[config.mk]
export PLATFORM = sky130hd
export DESIGN_NAME = aha_pwr_seq_ctrl
export DESIGN_NICKNAME = d
export VERILOG_FILES = /design/src/rtl/aha_pwr_seq_ctrl.sv
export SDC_FILE = /design/constraint.sdc
export NUM_CORES = 1
export LEC_CHECK = 0
export ABC_CLOCK_PERIOD_IN_PS = 4630
export BUFFER_PORTS_ARGS = -buffer_cell sky130_fd_sc_hd__buf_2
export CELL_PAD_IN_SITES_DETAIL_PLACEMENT = 0
export CELL_PAD_IN_SITES_GLOBAL_PLACEMENT = 1
export CORE_AREA = 2 2 65 79
export CTS_CLUSTER_DIAMETER = 30
export CTS_CLUSTER_SIZE = 40
export DETAILED_ROUTE_END_ITERATION = 10
export DIE_AREA = 0 0 67 81
export GPL_TIMING_DRIVEN = 0
export PLACE_DENSITY_LB_ADDON = 0.05
export SLEW_MARGIN = 25
export SYNTH_ARGS = -nofsm -noshare
export SYNTH_HDL_FRONTEND = slang
export SYNTH_SLANG_ARGS = --single-unit
[constraint.sdc]
create_clock -name CLK -period 4.63 [get_ports CLK]
set_clock_uncertainty 0.2 [all_clocks]
set_input_delay 0.6945 -clock CLK [delete_from_list [all_inputs] [get_ports CLK]]
set_output_delay 0.6945 -clock CLK [all_outputs]
set_load 0.1 [all_outputs]
[src/rtl/aha_pwr_seq_ctrl.sv]
// -----------------------------------------------------------------------------
// aha_pwr_seq_ctrl
//
// Power/clock sequencer for one gated subsystem. A power request, already
// reduced to single-cycle REQ_RISE / REQ_FALL pulses in the CLK domain, is
// folded into a request level. The FSM then walks the subsystem clock enable,
// reset and isolation through a fixed on/off order. A sequence, once started,
// always runs to completion. The request level is only acted on in ON or OFF.
//
// Parameters
//   CLK_SETTLE : clock cycles before reset release / after clock stop (1..255)
//   RST_HOLD   : cycles between reset and isolation edges            (1..255)
//
// Optional feature macro
//   AHA_PWR_SEQ_ISO_EN : when defined, the ISO_REL / ISO_SET steps exist and
//                        ISO_EN is driven. When undefined, ISO_EN is tied to 0
//                        and the sequence goes RST_REL -> ON -> RST_SET.
//
// Ports
//   CLK        in  : controller clock
//   RESETn     in  : synchronous active-low reset
//   REQ_RISE   in  : power-up request pulse
//   REQ_FALL   in  : power-down request pulse
//   CLK_EN     out : subsystem clock-gate enable
//   SUB_RESETn out : subsystem reset, active-low
//   ISO_EN     out : subsystem output isolation, active-high
//   ACK        out : high only in ON
//   BUSY       out : high in every state except OFF and ON
// -----------------------------------------------------------------------------
module aha_pwr_seq_ctrl #(
  parameter int unsigned CLK_SETTLE = 4,
  parameter int unsigned RST_HOLD   = 8
) (
  input  logic CLK,
  input  logic RESETn,
  input  logic REQ_RISE,
  input  logic REQ_FALL,
  output logic CLK_EN,
  output logic SUB_RESETn,
  output logic ISO_EN,
  output logic ACK,
  output logic BUSY
);

  typedef enum logic [2:0] {
    ST_OFF       = 3'd0,
    ST_CLK_START = 3'd1,
    ST_RST_REL   = 3'd2,
    ST_ISO_REL   = 3'd3,
    ST_ON        = 3'd4,
    ST_ISO_SET   = 3'd5,
    ST_RST_SET   = 3'd6,
    ST_CLK_STOP  = 3'd7
  } state_t;

  // Wait states are entered with (length - 1) and exit when the counter is 0.
  localparam logic [7:0] SETTLE_LD = 8'(CLK_SETTLE - 1);
  localparam logic [7:0] HOLD_LD   = 8'(RST_HOLD - 1);

`ifdef AHA_PWR_SEQ_ISO_EN
  localparam logic ISO_RST = 1'b1;
`else
  localparam logic ISO_RST = 1'b0;
`endif

  state_t     state_q, state_d;
  logic [7:0] cnt_q, cnt_d;
  logic       req_level_q, req_next;
  logic       clk_en_q, clk_en_d;
  logic       sub_rstn_q, sub_rstn_d;
  logic       iso_en_q, iso_en_d;
  logic       ack_q, ack_d;
  logic       busy_q, busy_d;

  // Request level: a lone pulse sets/clears it, simultaneous pulses hold it.
  always_comb begin
    req_next = req_level_q;
    if (REQ_RISE && !REQ_FALL) begin
      req_next = 1'b1;
    end else if (REQ_FALL && !REQ_RISE) begin
      req_next = 1'b0;
    end
  end

  // Next-state and counter logic.
  always_comb begin
    state_d = state_q;
    cnt_d   = cnt_q;
    case (state_q)
      ST_OFF: begin
        if (req_next) begin
          state_d = ST_CLK_START;
          cnt_d   = SETTLE_LD;
        end
      end
      ST_CLK_START: begin
        if (cnt_q == 8'd0) begin
          state_d = ST_RST_REL;
          cnt_d   = HOLD_LD;
        end else begin
          cnt_d = cnt_q - 8'd1;
        end
      end
      ST_RST_REL: begin
        if (cnt_q == 8'd0) begin
`ifdef AHA_PWR_SEQ_ISO_EN
          state_d = ST_ISO_REL;
`else
          state_d = ST_ON;
`endif
        end else begin
          cnt_d = cnt_q - 8'd1;
        end
      end
`ifdef AHA_PWR_SEQ_ISO_EN
      ST_ISO_REL: begin
        state_d = ST_ON;
      end
`endif
      ST_ON: begin
        if (!req_next) begin
`ifdef AHA_PWR_SEQ_ISO_EN
          state_d = ST_ISO_SET;
`else
          state_d = ST_RST_SET;
          cnt_d   = HOLD_LD;
`endif
        end
      end
`ifdef AHA_PWR_SEQ_ISO_EN
      ST_ISO_SET: begin
        state_d = ST_RST_SET;
        cnt_d   = HOLD_LD;
      end
`endif
      ST_RST_SET: begin
        if (cnt_q == 8'd0) begin
          state_d = ST_CLK_STOP;
          cnt_d   = SETTLE_LD;
        end else begin
          cnt_d = cnt_q - 8'd1;
        end
      end
      ST_CLK_STOP: begin
        if (cnt_q == 8'd0) begin
          state_d = ST_OFF;
        end else begin
          cnt_d = cnt_q - 8'd1;
        end
      end
      default: begin
        state_d = ST_OFF;
        cnt_d   = 8'd0;
      end
    endcase
  end

  // Outputs are decoded from the next state so the registered copies line up
  // with the state register and can never glitch.
  always_comb begin
    clk_en_d   = 1'b0;
    sub_rstn_d = 1'b0;
    iso_en_d   = ISO_RST;
    ack_d      = 1'b0;
    busy_d     = 1'b1;
    case (state_d)
      ST_OFF:       begin busy_d = 1'b0; end
      ST_CLK_START: begin clk_en_d = 1'b1; end
      ST_RST_REL:   begin clk_en_d = 1'b1; sub_rstn_d = 1'b1; end
      ST_ISO_REL:   begin clk_en_d = 1'b1; sub_rstn_d = 1'b1; iso_en_d = 1'b0; end
      ST_ON: begin
        clk_en_d   = 1'b1;
        sub_rstn_d = 1'b1;
        iso_en_d   = 1'b0;
        ack_d      = 1'b1;
        busy_d     = 1'b0;
      end
      ST_ISO_SET:   begin clk_en_d = 1'b1; sub_rstn_d = 1'b1; end
      ST_RST_SET:   begin clk_en_d = 1'b1; end
      ST_CLK_STOP:  begin end
      default:      begin busy_d = 1'b0; end
    endcase
  end

  always_ff @(posedge CLK) begin
    if (!RESETn) begin
      state_q     <= ST_OFF;
      cnt_q       <= 8'd0;
      req_level_q <= 1'b0;
      clk_en_q    <= 1'b0;
      sub_rstn_q  <= 1'b0;
      iso_en_q    <= ISO_RST;
      ack_q       <= 1'b0;
      busy_q      <= 1'b0;
    end else begin
      state_q     <= state_d;
      cnt_q       <= cnt_d;
      req_level_q <= req_next;
      clk_en_q    <= clk_en_d;
      sub_rstn_q  <= sub_rstn_d;
      iso_en_q    <= iso_en_d;
      ack_q       <= ack_d;
      busy_q      <= busy_d;
    end
  end

  assign CLK_EN     = clk_en_q;
  assign SUB_RESETn = sub_rstn_q;
  assign ISO_EN     = iso_en_q;
  assign ACK        = ack_q;
  assign BUSY       = busy_q;

endmodule

==> impl_metrics.csv <==
group,metric,value,unit
run_status,status,"finished, final reports clean",
timing,max_freq,432,MHz
timing,setup_tns,0,ns
synth,mappedNetlistNets,139,
synth,ys.flop_type,"dfxtp_1",
route,route.detailed.drc,0,
critical_path,r2r-end,"cnt_q[2]",
route,vias,1021,
placement,dpl.hpwl,2520,µm
timing,min_period,2.32,ns
clock_network,clk_latency,0.25,ns
route,wl_per_cell,16.1,µm
clock_network,cts.path.max_buffers,2,
cells_and_area,n_antenna_cell,0,
floorplanning,die_x,67,µm
grt,grt_antenna_before_repair,0,
pwr,cellPowerDensity,729,nW/µm²
floorplanning,core-area,4760,µm²
clock_network,numCtsBuffers,3,
min_path,hold_path_depth,1,
grt,grt_max_degree,11,
cells_and_area,syn_to_final_growth,14.8,%
grt,first_global_vias,1053,
synth,synth_async_sr_flop_share,0,%
critical_path,path_max_fanout,6,
critical_path,startpoint_type,"register",
placement,port-buffer-count,7,
cells_and_area,final_cell_mix,"dfxtp_1, nor2_1, inv_1, nand2_1",
floorplanning,initial_core_util,23.5,%
critical_path,end_kind,"register",
timing,period_share,50.0,%
clock_network,cts_resized,0,
route,ant_nets,0,
route,first_pass_iters,4,
cells_and_area,final_common_cell,"dfxtp_1",
min_path,hp-class,"register to register",
synth,synth_seq_cells,16,
cells_and_area,final_nets,151,
grt,grt_util_met1,17.8,%
floorplanning,dieArea,5430,µm²
timing,slew_headroom,53.9,%
critical_path,reg2reg_depth,6,
synth,synth_edf_count,0,
grt,met3_usage,1.66,%
critical_path,r2r_slack,2.31,ns
pwr,ir_drop,265,µV
min_path,min_to,"cnt_q[4]",
critical_path,rr_startpoint,"cnt_q[0]",
synth,syn_area,1120,µm²
floorplanning,num_rows,28,
grt,grt_pass1_wl,5540,µm
pwr,p_leak,0.485,nW
placement,gp_congestion,0.745,
timing,drv_slew,0,
synth,yosys_warnings,0,
synth,ys_seq_area_share,28.7,%
route,wl,3300,µm
pwr,p_total,0.000934,W
min_path,min_from,"cnt_q[4]",
cells_and_area,drive_above_1_share,20.0,%
timing,hold_viol,0,
run,maxCapViolations,0,
clock_network,ctsHoldBuffers,0,
timing,max_slew.worst_pin.slew,0.683,ns
critical_path,path_class,"register to register",
route,avgViaCountPerCell,4.98,
clock_network,clk_pin_slew_worst_paths,0.07,ns
synth,ys_types,53,
clock_network,post-cts-setup-buffer-count,0,
timing,rsz0062_at_grt,"no",
floorplanning,die_h,81,µm
critical_path,worstPathRequired,4.58,ns
synth,syn_avg_cell_area,8.34,µm²
clock_network,clockRootBuffer,"clkbuf_8",
clock_network,cts.sinks,16,
grt,gr-usage-all-layers,13.9,%
route,drt_iter0_drc,43,
floorplanning,io-pin-count,9,
clock_network,cts_tree,"yes",
grt,overflow,0,
synth,post_synth_inst_count,134,
clock_network,htreeDepth,1,
critical_path,critPathArrivalTime,2.26,ns
cells_and_area,filler_cell_count,566,
timing,setup_viol,0,
grt,grt_use_met2,23.1,%
grt,busiest_layer,"met2",
cells by family after synthesis:
family / synth area share, %
and+or+nand+nor: 30.8
AOI/OAI and AO/OA: 27.3
buffers and inverters: 9.41
DFF: 28.7
xor gates and xnor gates: 2.35
adders and majority gates: 1.12
other: 0.336
synth_stat cells (4+ instances only):
library cell  number  share of area [%]
inv_1              8                2.7
dfxtp_1           16                 29
a21oi_1            6                2.7
nand2b_1           4                2.2
o211ai_1           6                4.0
nor3_1             7                3.1
nand2_1            8                2.7
nor2_1             9                3.0
o21ai_0            4                1.8
buf_4              4                2.7
layout make-up:
cell class              count  area, µm²  area share, %
plain buffers              10       75.1           5.85
clock buffers               4       55.1           4.29
inverters                   8       30.0           2.34
multi-input cells         100        692           54.0
flip-flops and latches     16        320           25.0
well taps                  60       75.1           5.85
repair buffers              7       35.0           2.73
critical path: stages (launching register included):
cell	delay, ns
dfxtp_1	0.37
inv_1	0.08
ha_1	0.20
nor3b_2	0.38
nand2_1	0.25
a2111o_1	0.46
a32o_2	0.26
report_power, final:
part / total, W / internal, W / switching [W]
Clock: 0.000130 / 0.0000755 / 0.0000544
Combinational: 0.000587 / 0.000214 / 0.000373
Sequential: 0.000218 / 0.000179 / 0.0000384
per-stage QoR:
stage	setup slack, ns	cell area [µm²]	hold slack [ns]	cells	util (%)
after floorplan	2.62	1120	0.288	134	-
after global placement	2.31	1230	0.339	201	25.8
after detailed placement	2.29	1230	0.329	201	25.8
after CTS	2.27	1280	0.347	205	26.9
after global routing	2.15	1280	0.407	205	26.9
final	2.31	1280	0.350	205	26.9
worst max path at each step:
| stage | from | end | slack [ns] |
|---|---|---|---|
| 6_report | cnt_q[0] | cnt_q[2] | 2.31 |
| 5_1_grt | cnt_q[0] | cnt_q[2] | 2.15 |
| 4_1_cts | cnt_q[0] | cnt_q[2] | 2.27 |
| 3_5_place_dp | cnt_q[0] | cnt_q[2] | 2.29 |
| 3_3_place_gp | cnt_q[0] | cnt_q[2] | 2.31 |
| 2_1_floorplan | cnt_q[0] | cnt_q[0] | 2.62 |
flip-flops by register name, indices dropped and copies added, names as in the netlist:
| register | count |
|---|---|
| SUB_RESETn | 1 |
| req_level_q | 1 |
| ACK | 1 |
| BUSY | 1 |
| cnt_q | 8 |
| CLK_EN | 1 |
| state_q | 3 |
layer usage:
metal  vias to the layer above  routed length, µm
met5                         -                  0
met4                         0                 55
met3                         4                 66
met2                        12               1640
met1                       478               1540
li1                        527                  -
No activity file was read; power rests on OpenSTA's default activity.
